[src/rtl/pc_adder.sv]
// pc_adder: WIDTH-bit carry-lookahead adder for PC+4 and branch-target sums.
// Ports:
//   clk, rst (async active-high)
//   a, b      : operands
//   out       : combinational sum
//   out_q     : registered sum
//   cout/ovf/zero : optional flags, present only when ADDER_FLAGS_EN is defined.
module pc_adder #(
    parameter int WIDTH = 32
) (
    input  logic             clk,
    input  logic             rst,
    input  logic [WIDTH-1:0] a,
    input  logic [WIDTH-1:0] b,
    output logic [WIDTH-1:0] out,
    output logic [WIDTH-1:0] out_q
`ifdef ADDER_FLAGS_EN
    ,
    output logic             cout,
    output logic             ovf,
    output logic             zero
`endif
);

    localparam int NG = WIDTH / 4;

    if ((WIDTH % 4) != 0 || WIDTH < 4) begin : g_bad_width
        $error("pc_adder: WIDTH must be a multiple of 4 and >= 4");
    end

    logic [WIDTH-1:0] g;
    logic [WIDTH-1:0] p;
    logic [WIDTH:0]   c;
    logic [WIDTH-1:0] out_d;

    assign g = a & b;
    assign p = a ^ b;

    // Lookahead inside each 4-bit group; group carries ripple from
    // one group to the next through c[4*i].
    always_comb begin
        logic [3:0] gg;
        logic [3:0] pp;
        logic       ci;
        c  = '0;
        gg = '0;
        pp = '0;
        ci = 1'b0;
        for (int i = 0; i < NG; i++) begin
            gg = g[4*i +: 4];
            pp = p[4*i +: 4];
            ci = c[4*i];
            c[4*i+1] = gg[0]
                     | (pp[0] & ci);
            c[4*i+2] = gg[1]
                     | (pp[1] & gg[0])
                     | (pp[1] & pp[0] & ci);
            c[4*i+3] = gg[2]
                     | (pp[2] & gg[1])
                     | (pp[2] & pp[1] & gg[0])
                     | (pp[2] & pp[1] & pp[0] & ci);
            c[4*i+4] = gg[3]
                     | (pp[3] & gg[2])
                     | (pp[3] & pp[2] & gg[1])
                     | (pp[3] & pp[2] & pp[1] & gg[0])
                     | (pp[3] & pp[2] & pp[1] & pp[0] & ci);
        end
        out_d = p ^ c[WIDTH-1:0];
    end

    assign out = out_d;

    always_ff @(posedge clk or posedge rst) begin
        if (rst) begin
            out_q <= '0;
        end else begin
            out_q <= out_d;
        end
    end

`ifdef ADDER_FLAGS_EN
    assign cout = c[WIDTH];
    assign ovf  = (a[WIDTH-1] == b[WIDTH-1])
               && (out_d[WIDTH-1] != a[WIDTH-1]);
    assign zero = ~|out_d;
`else
    // Final carry has no consumer without the flag outputs.
    logic unused_cout;
    assign unused_cout = c[WIDTH];
`endif

endmodule

[config.mk]
export PLATFORM = sky130hd
export DESIGN_NAME = pc_adder
export DESIGN_NICKNAME = d
export VERILOG_FILES = /design/src/rtl/pc_adder.sv
export SDC_FILE = /design/constraint.sdc
export NUM_CORES = 1
export LEC_CHECK = 0
export ABC_CLOCK_PERIOD_IN_PS = 4100
export BUFFER_PORTS_ARGS = -buffer_cell sky130_fd_sc_hd__buf_2
export CAP_MARGIN = 10
export CORE_ASPECT_RATIO = 0.8
export CORE_MARGIN = 5
export CORE_UTILIZATION = 44
export CTS_CLUSTER_SIZE = 28
export DETAILED_ROUTE_END_ITERATION = 10
export PLACE_DENSITY_LB_ADDON = 0.3
export SYNTH_ARGS = -nofsm -noshare
export SYNTH_HDL_FRONTEND = slang
export SYNTH_SLANG_ARGS = --single-unit
[constraint.sdc]
create_clock -name clk -period 4.1 [get_ports clk]
set_clock_uncertainty 0.1 [all_clocks]
set_input_delay 0.82 -clock clk [delete_from_list [all_inputs] [get_ports clk]]
set_output_delay 0.82 -clock clk [all_outputs]
set_load 0.1 [all_outputs]
==> results.md <==
* Routability cong. at 0.813
* Net load switching power at 1.47 mW
* CP cell instances: buf_2 -> ha_1 -> o21ai_2 -> or3_4 -> a21oi_2 -> nand3b_1 -> buf_4 -> nand2_2 -> a31oi_4 -> a21o_1 -> fa_2 -> buf_12
* Global route total overflow at 0
* Average cell area after synthesis at 11.2 um^2
* Number of cells after detailed placement at 404
* Flops & latches, synth at 32
* Starting density of the core at 46.3%
* Register with the most flip-flops: out_q
* Number of buffers inserted by port buffering at 129
* Antenna fix cells at 0
* HPWL after detailed placement at 5.68 mm
* Nature of the critical path startpoint: input port
* Worst endpoint data arrival time at 3310 ps
* Reported max-cap violation count at 0
* Combined global-route utilization of all metal layers at 22.2%
* Timing-limited maximum frequency at 0.236 GHz
* Net switching fraction of the power at 59.7%
* Global-route wire length before repair at 10.8 mm
* Async set-or-reset flop fraction in the synthesized netlist at 100%
* Final critical-path share of the clock period at 103%
* Kind of critical path: in2out
* Initial antenna violation count at 0
* Initial DRT Pass Iterations at 4
* Time the worst path needs with I/O delays and setup at 4230 ps
* Largest fanout of any net on the critical path at 2
* Leak Pwr at 2.01 nW
* Number of H-tree branching levels at 2
* Flip-flop count of the largest register after layout at 32
* Final total negative setup slack at -496 ps
* Most common cell after layout, fill and taps aside: sky130_fd_sc_hd__buf_2
* Floorplan core area at 4650 um^2
* Count of nets left with antenna violations after detail routing at 0
* Drt first-iter violations at 63
* Largest buffer count on any clock path at 2
* Nets at 469
* Number of max-slew violations in the final report at 0
* Synth-to-layout area growth at 92.0%
* Die height at 72.6 um
* Critical path data required time at 3180 ps
* Clock sinks at 32
* Combinational power share at 74.1%
* Worst-path clk slew at 70 ps
* Maximum number of pins on one net before global-route repair at 33
* Syn_nets at 298
* Number of warnings issued by yosys at 0
* Global-route met1 utilization at 23.7%
* Clock buffer count from CTS at 5
* Type of the worst min-delay path: in2async
* Post-CTS Hold Buffers at 0
* Wire per inst at 19.2 um
* Most frequent cells in the layout: 101 x sky130_fd_sc_hd__buf_2, 35 x sky130_fd_sc_hd__buf_4, 32 x sky130_fd_sc_hd__dfrtp_1
* # rows at 22
* Unrepaired setup endpoints after global routing: yes
* Largest registers: out_q x32
* Busiest metal layer after global routing: met2
* Via count of the first global-routing pass at 2309
* Number of enable flip-flop cells after synthesis at 0
* Share of post-route cells with drive strength above 1 at 66.5%
* Slowest cell delay on critical path at 480 ps
* Average via count per standard cell at 5.27
* Cell Area, Synth at 2150 um^2
* Primary FF master, synth: sky130_fd_sc_hd__dfrtp_1
* Clock Root Buffer: sky130_fd_sc_hd__clkbuf_8
* Worst-case headroom to the max-slew limit at 59.7%
* Final std cells w/o fill at 424
* TritonCTS clock tree: done
* Residual DRC at 0
* Final-report setup violation count at 7
* Register area share after synthesis at 37.2%
* Clock Power Share at 9.6%
* Post-Route Utilization at 88.9%
* Register share of total power at 16.3%
* Worst Tran Pin Value at 599 ps
* Sum of routed wire length over all layers at 8.15 mm
* Die area at 6400 um^2
* Overall via count from detail_route at 2234
* Violations in the final reports: setup timing
* Minimum setup slack in the final design at -132 ps
* Peak supply drop at 461 uV
* Total power at 2.46 mW
* Synth cell types at 41
* I/O pin total at 130
* Status: finished, violations left
* Met3 Resource Use GR at 5.87%
* Final count of hold timing violations at 0
* Internal power at 0.992 mW
* Worst Setup End Kind: output pin
* Synthesized netlist cell count at 193
* Power density relative to cell area at 594 nW/um^2
* Global-route track usage on met2 at 41.4%
* Slowest cell on crit path: sky130_fd_sc_hd__fa_2
* Floorplan die width at 88.2 um
[synth_stat cells, types with 2 or more instances]
library cell,number,share of area (%)
sky130_fd_sc_hd__a21oi_1,15,3.5
sky130_fd_sc_hd__a21oi_2,2,0.81
sky130_fd_sc_hd__fa_1,8,7.4
sky130_fd_sc_hd__o211a_1,2,0.93
sky130_fd_sc_hd__or2_2,2,0.58
sky130_fd_sc_hd__o21ai_0,9,2.1
sky130_fd_sc_hd__nor2_1,6,1.0
sky130_fd_sc_hd__nor3_1,7,1.6
sky130_fd_sc_hd__xor2_1,10,4.1
sky130_fd_sc_hd__nand2_1,12,2.1
sky130_fd_sc_hd__a31oi_1,2,0.58
sky130_fd_sc_hd__inv_1,5,0.87
sky130_fd_sc_hd__nand3_1,4,0.93
sky130_fd_sc_hd__xnor2_1,13,5.3
sky130_fd_sc_hd__dfrtp_1,32,37
sky130_fd_sc_hd__or3_1,2,0.58
sky130_fd_sc_hd__ha_1,31,18
sky130_fd_sc_hd__a21o_1,8,2.8
[area by class of cell]
class	instances	area, um^2
sequential	32	801
clock buffer	6	72.6
fill	203	514
clock inverter	1	5.00
timing repair buffer	164	1310
multi-input combinational	156	1860
tap	60	75.1
inverter	5	18.8
[power by group through the flow]
stage               clock, mW  combinational [mW]  sequential (mW)
global route            0.256                1.87            0.406
detailed placement          0                1.74            0.405
global placement            0                1.72            0.401
floorplan                   0               0.785            0.907
finish                  0.236                1.82            0.400
CTS                     0.241                1.76            0.399
[cell families after synthesis]
logic type | synth area share, %
compound gates | 16.1
simple gates | 11.0
fa+ha+maj | 25.4
flops | 37.2
xor+xnor | 9.35
buf+inv | 0.871
[layer usage]
metal / share of wire [%] / vias up / routed length [um]
met2: 55 / 100 / 4480
met3: 7.6 / 19 / 620
li1: - / 1034 / -
met1: 35 / 1081 / 2860
met4: 2.4 / 0 / 195
met5: 0 / - / 0
[worst max-delay path: cells and delay by family]
family,cells,cell delay [ps]
fa+ha+maj,2,810
simple gates,3,650
compound gates,4,620
buf+inv,3,420
[timing repair]
action	in CTS	in global routing
setup buffers	5	8
resized for setup	16	29
pin swaps	10	15
endpoints found under the setup margin	7	13
[worst max-delay path by stage]
stage,startpoint,cells after the start,end
finish,a[3],12,out[28]
global route,a[15],13,out[25]
CTS,a[6],12,out[17]
detailed placement,a[1],13,out[25]
global placement,a[1],13,out[25]
floorplan,a[2],9,out[31]
[metrics by stage]
step | cell area, um^2 | worst slack (ps) | hold WS [ps]
detailed placement | 3720 | -66.0 | 834
finish | 4140 | -132 | 510
global route | 4140 | -266 | 564
floorplan | 2460 | -351 | 836
CTS | 3890 | -1.36 | 518
global placement | 3720 | -42.8 | 822
(Power assumes the default switching activity.)
